--- src/rtl/sig_mon_pkg.sv ---
// Shared types and default addresses for the
// signature capture monitor and its bench.
package sig_mon_pkg;

  typedef enum logic [1:0] {
    S_RUN,
    S_DRAIN,
    S_DONE
  } mon_state_t;

  localparam logic [31:0] DEF_SIG_BASE  = 32'h0000_0F00;
  localparam logic [31:0] DEF_HALT_ADDR = 32'hCAFE_BEEF;
  localparam int          DEF_TIMEOUT   = 500000;

endpackage

--- src/rtl/sig_fifo.sv ---
// Show-ahead synchronous FIFO; pointers carry an
// extra MSB so full/empty differ on wrap.
module sig_fifo #(
  parameter int WIDTH = 64,
  parameter int DEPTH = 16
) (
  input  logic             clk_i,
  input  logic             rst_ni,
  input  logic             push_i,
  input  logic             pop_i,
  input  logic [WIDTH-1:0] wdata_i,
  output logic [WIDTH-1:0] rdata_o,
  output logic             full_o,
  output logic             empty_o
);

  localparam int AW = $clog2(DEPTH);

  logic [WIDTH-1:0] mem_q [DEPTH];
  logic [AW:0]      wr_q, wr_d;
  logic [AW:0]      rd_q, rd_d;
  logic             do_push, do_pop;

  assign empty_o = (wr_q == rd_q);
  assign full_o  = (wr_q[AW] != rd_q[AW]) &&
                   (wr_q[AW-1:0] == rd_q[AW-1:0]);

  // a pop frees the slot, so full+pop+push is accepted
  assign do_pop  = pop_i & ~empty_o;
  assign do_push = push_i & (~full_o | do_pop);

  assign rdata_o = mem_q[rd_q[AW-1:0]];

  always_comb begin
    wr_d = wr_q;
    rd_d = rd_q;
    if (do_push) wr_d = wr_q + 1'b1;
    if (do_pop)  rd_d = rd_q + 1'b1;
  end

  always_ff @(posedge clk_i or negedge rst_ni) begin
    if (!rst_ni) begin
      wr_q <= '0;
      rd_q <= '0;
    end else begin
      wr_q <= wr_d;
      rd_q <= rd_d;
    end
  end

  always_ff @(posedge clk_i) begin
    if (do_push) mem_q[wr_q[AW-1:0]] <= wdata_i;
  end

endmodule

--- src/rtl/sig_capture_monitor.sv ---
// Store-port snooper: captures signature-window
// stores, ends the run on halt store or watchdog.
module sig_capture_monitor
  import sig_mon_pkg::*;
#(
  parameter int                DATA_W    = 32,
  parameter int                ADDR_W    = 32,
  parameter logic [ADDR_W-1:0] SIG_BASE  = ADDR_W'(DEF_SIG_BASE),
  parameter int                SIG_BYTES = 4,
  parameter logic [ADDR_W-1:0] HALT_ADDR = ADDR_W'(DEF_HALT_ADDR),
  parameter int                DEPTH     = 16,
  parameter int                TIMEOUT   = DEF_TIMEOUT,
  parameter int                CNT_W     = $clog2(TIMEOUT+1)
) (
  input  logic              clk,
  input  logic              rst,
  input  logic              st_valid,
  input  logic [ADDR_W-1:0] st_addr,
  input  logic [DATA_W-1:0] st_data,
  output logic              sig_valid,
  input  logic              sig_ready,
  output logic [DATA_W-1:0] sig_data,
  output logic [ADDR_W-1:0] sig_offset,
  output logic [15:0]       sig_count,
  output logic [CNT_W-1:0]  cycles,
  output logic              halt,
  output logic              timeout,
  output logic              overflow,
  output logic              done
);

  localparam logic [ADDR_W:0] WIN_LO = {1'b0, SIG_BASE};
  localparam logic [ADDR_W:0] WIN_HI =
    WIN_LO + (ADDR_W+1)'(SIG_BYTES);
  localparam logic [CNT_W-1:0] WD_LAST = CNT_W'(TIMEOUT-1);

  mon_state_t state_q, state_d;
  logic [CNT_W-1:0] cyc_q, cyc_d;
  logic [15:0] cnt_q, cnt_d;
  logic halt_q, halt_d;
  logic to_q, to_d;
  logic ovf_q, ovf_d;

  logic [ADDR_W:0] addr_x;
  logic [ADDR_W-1:0] offs;
  logic [ADDR_W+DATA_W-1:0] head;
  logic run, in_win, is_halt;
  logic cap, hlt, wd, pop;
  logic full, empty;

  // widened compare so the window end cannot wrap
  assign addr_x  = {1'b0, st_addr};
  assign in_win  = (addr_x >= WIN_LO) && (addr_x < WIN_HI);
  assign is_halt = (st_addr == HALT_ADDR);
  assign run     = (state_q == S_RUN);

  assign cap = run & st_valid & in_win & ~is_halt;
  assign hlt = run & st_valid & is_halt;
  assign wd  = run & (cyc_q == WD_LAST);
  assign pop = sig_valid & sig_ready;
  assign offs = st_addr - SIG_BASE;

  sig_fifo #(
    .WIDTH (ADDR_W+DATA_W),
    .DEPTH (DEPTH)
  ) u_fifo (
    .clk_i   (clk),
    .rst_ni  (rst),
    .push_i  (cap),
    .pop_i   (pop),
    .wdata_i ({offs, st_data}),
    .rdata_o (head),
    .full_o  (full),
    .empty_o (empty)
  );

  always_comb begin
    state_d = state_q;
    unique case (state_q)
      S_RUN:   if (hlt | wd) state_d = S_DRAIN;
      S_DRAIN: if (empty) state_d = S_DONE;
      S_DONE:  state_d = S_DONE;
      default: state_d = S_RUN;
    endcase
  end

  always_comb begin
    cyc_d  = cyc_q;
    cnt_d  = cnt_q;
    halt_d = halt_q | hlt;
    to_d   = to_q | wd;
    ovf_d  = ovf_q | (cap & full & ~pop);
    if (run & ~wd) cyc_d = cyc_q + 1'b1;
    if (cap && cnt_q != 16'hFFFF) cnt_d = cnt_q + 16'd1;
  end

  always_ff @(posedge clk or negedge rst) begin
    if (!rst) begin
      state_q <= S_RUN;
      cyc_q   <= '0;
      cnt_q   <= '0;
      halt_q  <= 1'b0;
      to_q    <= 1'b0;
      ovf_q   <= 1'b0;
    end else begin
      state_q <= state_d;
      cyc_q   <= cyc_d;
      cnt_q   <= cnt_d;
      halt_q  <= halt_d;
      to_q    <= to_d;
      ovf_q   <= ovf_d;
    end
  end

  assign sig_valid  = ~empty;
  assign sig_offset = head[ADDR_W+DATA_W-1:DATA_W];
  assign sig_data   = head[DATA_W-1:0];
  assign sig_count  = cnt_q;
  assign cycles     = cyc_q;
  assign halt       = halt_q;
  assign timeout    = to_q;
  assign overflow   = ovf_q;
  assign done       = (state_q == S_DONE);

endmodule

--- config.mk ---
export PLATFORM = sky130hd
export DESIGN_NAME = sig_capture_monitor
export DESIGN_NICKNAME = d
export VERILOG_FILES = /design/src/rtl/sig_mon_pkg.sv /design/src/rtl/sig_fifo.sv /design/src/rtl/sig_capture_monitor.sv
export SDC_FILE = /design/constraint.sdc
export NUM_CORES = 1
export LEC_CHECK = 0
export CAP_MARGIN = 5
export CORE_UTILIZATION = 60
export CTS_BUF_LIST = sky130_fd_sc_hd__clkbuf_4 sky130_fd_sc_hd__clkbuf_8 sky130_fd_sc_hd__clkbuf_16
export DETAILED_ROUTE_END_ITERATION = 12
export GPL_ROUTABILITY_DRIVEN = 0
export GPL_TIMING_DRIVEN = 0
export PLACE_DENSITY = 0.79
export SLEW_MARGIN = 20
export SYNTH_ARGS = -nofsm -noshare
export SYNTH_HDL_FRONTEND = slang
export SYNTH_SLANG_ARGS = --single-unit
--- constraint.sdc ---
create_clock -name clk -period 7.25 [get_ports clk]
set_input_delay 1.45 -clock clk [delete_from_list [all_inputs] [get_ports clk]]
set_output_delay 1.45 -clock clk [all_outputs]
set_load 0.005 [all_outputs]
# Word level (Yosys, flattened, before mapping)
# Memories as Yosys holds them, arrays and structs flattened.
# Index checks and enable logic that the tools add are counted.
[classes] addsub=5 n_lt_le_gt_ge=2 n_eq_ne=10 muxes=5 n_bitwise=21 reduce_logical=5
[ops] cell="32-bit equality test, second input constant" count=1
[ops] cell="32-bit by 12-bit >= comparator with 1-bit output, second input constant" count=1
[ops] cell="32-bit by 12-bit less-than comparator with 1-bit output, second input constant" count=1
[ops] cell="32-bit by 12-bit subtractor with 32-bit output, second input constant" count=1
[ops] cell="19-bit by 1-bit adder with 19-bit output, second input constant" count=1
[ops] cell="19-bit equality test, second input constant" count=1
[ops] cell="16-bit by 1-bit adder with 16-bit output, second input constant" count=1
[ops] cell="16-bit != test, second input constant" count=1
[ops] cell="1-bit AND" count=11
[ops] cell="5-bit by 1-bit adder with 5-bit output, second input constant" count=2
[ops] cell="2-bit one-hot mux with 3 select lines" count=1
[ops] cell="5-bit equality test" count=1
[ops] cell="1-bit inverter" count=5
[ops] cell="1-bit bitwise OR" count=5
[ops] cell="4-bit equality test" count=1
[ops] cell="2-bit 2-to-1 mux" count=2
[ops] cell="2-bit by 1-bit != test with 1-bit output, second input constant" count=2
[ops] cell="1-bit logical AND" count=3
[ops] cell="2-bit by 1-bit equality test with 1-bit output, second input constant" count=1
[ops] cell="2-bit equality test, second input constant" count=1
[ops] cell="2-bit zero test" count=1
[ops] cell="1-bit 2-to-1 mux" count=2
[ops] cell="2-bit AND reduction" count=1
[ops] cell="1-bit != test" count=1
[word_totals] regBits=50 mem_bits_rw=1024 input_bits=68 out_inout_bits=104 word_cells=57 mem_count=1
[memory_table] memory="u_fifo.mem_q" words=16 width=64 rd=1 rd_clocked_by_memory_dff=0 write_ports=1 line="sig_fifo.sv:19" source="logic [WIDTH-1:0] mem_q [DEPTH];"

# Logic depth before layout (Yosys ltp)
[logic_depth] depth_word=8 depth_mapped=8 ltp_nobuf=8

# Cells and area by module
# Synthesis repeated with hierarchy kept, for this count alone.
[hier_totals] hier_cells=1882 hier_area_um2=41383.4
[by_module_without_submodules] mod="sig_fifo" n_inst=1 cells_per_inst=1633 area_per_inst_um2=38889.8 seq_area_each_um2=30999.7
[by_module_without_submodules] mod="sig_capture_monitor" n_inst=1 cells_per_inst=249 area_per_inst_um2=2493.6 seq_area_each_um2=1001.0

# Least setup slack after synthesis
# No wires, ideal clock.
[synth_path] kind="input to register" start="in st_addr[19]" end="mem u_fifo.mem_q[0][0] (enable)" setup_time_ns=0.565 arrival_time_ns=7.353 t_required_ns=6.685 setup_slack_ns=-0.668 stages=5 n_path_buf=0 path_cell_list="or4_4 -> or3_4 -> nor4_4 -> nand2_1 -> nor3_1"
[synth_via] elab_chain_len=7 word_cells_on_any_way=10 classes_between="2 x order compare; 1 x eq/ne; 2 x mux; 4 x bitwise; 1 x reduce/logical"
[synth_rtl] element="start: declaration" line="sig_capture_monitor.sv:18" source="input logic [ADDR_W-1:0] st_addr,"
[synth_rtl] element="32-bit by 12-bit >= comparator with 1-bit output or 32-bit by 12-bit less-than comparator with 1-bit output (tied branches)" line="sig_capture_monitor.sv:53" source="assign in_win = (addr_x >= WIN_LO) && (addr_x < WIN_HI);"
[synth_rtl] element="1-bit logical AND" line="sig_capture_monitor.sv:53"
[synth_rtl] element="1-bit AND" line="sig_capture_monitor.sv:57" source="assign cap = run & st_valid & in_win & ~is_halt;"
[synth_rtl] element="1-bit AND (*)" line="sig_capture_monitor.sv:57"
[synth_rtl] element="1-bit AND (*)" line="sig_fifo.sv:30" source="assign do_push = push_i & (~full_o | do_pop);"
[synth_rtl] element="1-bit 2-to-1 mux (*)" line="sig_fifo.sv:52" source="if (do_push) mem_q[wr_q[AW-1:0]] <= wdata_i;"
[synth_rtl] element="1-bit 2-to-1 mux (not written as such) (*)" line="sig_fifo.sv:52"
[synth_rtl] element="end: declaration" line="sig_fifo.sv:19"
# Every way passes the cells marked *; elsewhere a longest branch is shown, timed or not.

# Worst setup path after layout
[layout_path] start="reg u_fifo.rd_q[1]" end="out sig_offset[28]"
[layout_via] elab_chain_len=1
[layout_rtl] element="start: declaration" line="sig_fifo.sv:21" source="logic [AW:0] rd_q, rd_d;"
[layout_rtl] element="start signal: assignment" line="sig_fifo.sv:47" source="rd_q <= rd_d;"
[layout_rtl] element="memory read 16 x 64 bit"
[layout_rtl] element="end: declaration" line="sig_capture_monitor.sv:23" source="output logic [ADDR_W-1:0] sig_offset,"
# Every way passes these cells.

==> results.sh <==
export IMPL_ios=172
export IMPL_min_period_ns=6.496
export IMPL_max_cap_viol_count=0
export IMPL_first_pass_iters=5
export IMPL_drv_slew=0
export IMPL_tightest_slew_ns=1.167
export IMPL_drc=0
export IMPL_finalClockSkew_ns=0.02409
export IMPL_fp_coreArea_um2=68710
export IMPL_p_per_area_nw_per_um2=351.0
export IMPL_synth_most_common_cell="edfxtp_1"
export IMPL_vias=21820
export IMPL_fin_util_pct=71.88
export IMPL_ys_ff_latch=1074
export IMPL_clk_latency_ns=0.68
export IMPL_cts_buffers=100
export IMPL_fmaxAchievable_mhz=153.9
export IMPL_grt_pass1_wl_um=149600
export IMPL_dp_hpwl_um=63710
export IMPL_crit_type="reg2out"
export IMPL_ctsHtreeMaxLevel=3
export IMPL_hold_violations=0
export IMPL_setup_viol=0
export IMPL_drive_above_1_share_pct=23.65
export IMPL_grt_max_degree=36
export IMPL_synth_net_count=2023
export IMPL_start_util_pct=60.79
export IMPL_p_total_w=0.01733
export IMPL_synthCells=1943
export IMPL_synth_largest_area_cell="edfxtp_1"
export IMPL_postCtsHoldBufs=0
export IMPL_ys_seq_area_share_pct=76.62
export IMPL_fin_nets=2357
export IMPL_diodes=0
export IMPL_cp_arrival_ns=5.05
export IMPL_status="completed"
export IMPL_wl_um=102500
export IMPL_fin_setup_tns_ns=0
export IMPL_die_area_um2=70670
export IMPL_clock_path_buffers=3
export IMPL_synthFlopType="edfxtp_1"
export IMPL_dr_first_iter_drc_count=2867
export IMPL_synth_area_top_cells="edfxtp_1 74%, mux4_2 14%, dfrtp_1 3.0%, mux2i_1 1.5%, a211oi_1 1.2%"
export IMPL_area_growth_pct=18.24
export IMPL_cts_tree="built"
export IMPL_synth_top_area_share_pct=73.62
export IMPL_seqCellArea_um2=32000
export IMPL_clk_pin_slew_ns=0.06
export IMPL_port_buffers=171
export IMPL_required_ns=5.80
export IMPL_cts_root_buf="clkbuf_16"
export IMPL_p_leak_nw=15.86
export IMPL_rsz0062_at_grt="no"
export IMPL_cts_repair_resized=0
export IMPL_ys_async_sr_fraction_pct=4.655
export IMPL_antenna_found_initial=1
export IMPL_cp_max_fo=10
export IMPL_rows=96
export IMPL_fillers=3812
export IMPL_ys_types=46
export IMPL_overflow=0
export IMPL_avgSynthCellArea_um2=21.50
export IMPL_critPathCaptureType="output port"
export IMPL_routed_via_density=6.640
export IMPL_postCtsSetupBuffers=0
export IMPL_grt_pass1_vias=22600
export IMPL_synth_edf_count=1024
export IMPL_worst_hold_path_type="reg2reg"
export IMPL_period_share_pct=89.60
export IMPL_syn_area_um2=41770
export IMPL_synth_common_cells="1,024 x edfxtp_1, 256 x mux4_2, 66 x a21oi_1"
export IMPL_peakVddDrop_mv=0.2073
export IMPL_die_x_um=265.8
export IMPL_die_h_um=265.8
export IMPL_slew_headroom_pct=21.93
export IMPL_multi_input_area_um2=9559
export IMPL_grt_usage_pct=29.70
export IMPL_wire_per_inst_um=31.20
export IMPL_antenna_left=0
export IMPL_clock_sinks=1074
export IMPL_place_ws_ns=1.343
export IMPL_yosysWarnings=0
export IMPL_start_kind="register"
export IMPL_fin_ws_ns=0.7540
## cells by family after synthesis
group           share of synthesized area [%]
compound gates                          2.103
mux                                     15.42
fa+ha+maj                              0.3595
simple gates                            3.014
flops                                   76.62
xor+xnor                                1.384
buf+inv                                 1.099
## cell type report
| cell class | instances | share of cell area, % |
|---|---|---|
| Sequential cell | 1074 | 64.80 |
| Multi-Input combinational cell | 760 | 19.36 |
| Timing Repair Buffer | 232 | 5.896 |
| Clock buffer | 122 | 5.437 |
| Tap cell | 931 | 2.359 |
| Clock inverter | 58 | 1.214 |
| Buffer | 100 | 0.8615 |
| Inverter | 9 | 0.07348 |
## layout by cell type (no fill, tap or decap), types with 17 or more instances in the layout
cell | synthesis | final
clkbuf_4 | 0 | 21
mux2i_1 | 64 | 64
clkbuf_16 | 0 | 101
nor2b_1 | 65 | 65
nand2_1 | 29 | 29
edfxtp_1 | 1024 | 1024
buf_2 | 37 | 38
nand4_1 | 21 | 21
clkdlybuf4s50_1 | 0 | 170
buf_12 | 0 | 23
clkinv_1 | 0 | 21
nand3_1 | 17 | 17
mux4_2 | 256 | 256
a21oi_1 | 66 | 66
a211oi_1 | 64 | 64
clkbuf_1 | 58 | 58
xnor2_1 | 38 | 34
dfrtp_1 | 50 | 50
## state kept, by name, summed over array words and instances (netlist names)
signal and cells:
cycles 19, halt 1, overflow 1, sig_count 16, state_q 2, timeout 1, u_fifo.mem_q 1024, u_fifo.rd_q 5
u_fifo.wr_q 5
## worst max-delay path: stages, from the launching register on
cell,delay (ns)
dfrtp_1,0.35
clkbuf_1,0.52
clkbuf_1,0.83
clkbuf_1,0.70
clkbuf_1,0.68
a211oi_1,0.21
a21oi_1,0.46
clkdlybuf4s50_1,0.60
## power breakdown
| part | internal, W | total, W | switching (W) |
|---|---|---|---|
| clock network | 0.00301 | 0.00527 | 0.00226 |
| logic | 0.00242 | 0.00519 | 0.00277 |
| registers | 0.00684 | 0.00688 | 0.0000392 |
| total | 0.0123 | 0.0173 | 0.00507 |
## path summary, 6_finish.rpt
path                                             from                            end  slack [ns]  cells past startpoint
min in group asynchronous                         rst          cycles[5]$_DFFE_PN0P_        0.84                      1
max                        u_fifo.rd_q[1]$_DFFE_PN0P_                 sig_offset[28]        0.75                      7
min                                overflow$_DFF_PN0_             overflow$_DFF_PN0_        0.47                      1
max in group asynchronous                         rst       sig_count[5]$_DFFE_PN0P_        5.84                      2
max reg2reg                u_fifo.rd_q[1]$_DFFE_PN0P_  u_fifo.mem_q[8][27]$_DFFE_PP_        3.03                     10
min reg2reg                        overflow$_DFF_PN0_             overflow$_DFF_PN0_        0.47                      1
## routing by layer
| layer | up-vias | global-route usage (%) | part of all wire [%] |
|---|---|---|---|
| li1 | 8754 | - | - |
| met1 | 11470 | 40.48 | 37 |
| met2 | 1378 | 49.81 | 51 |
| met3 | 217 | 3.937 | 8.6 |
| met4 | 0 | 11.06 | 3.3 |
| met5 | - | 0 | 0 |
## per-stage QoR
stage | cell area (µm²) | std cells | hold WS (ns)
2_1_floorplan | 41790 | 1943 | 0.4510
3_3_place_gp | 44660 | 3045 | 0.4507
3_5_place_dp | 45990 | 3106 | 0.4630
4_1_cts | 49280 | 3286 | 0.4800
5_1_grt | 49380 | 3286 | 0.5066
6_report | 49380 | 3286 | 0.4713
(Power assumes the default switching activity.)
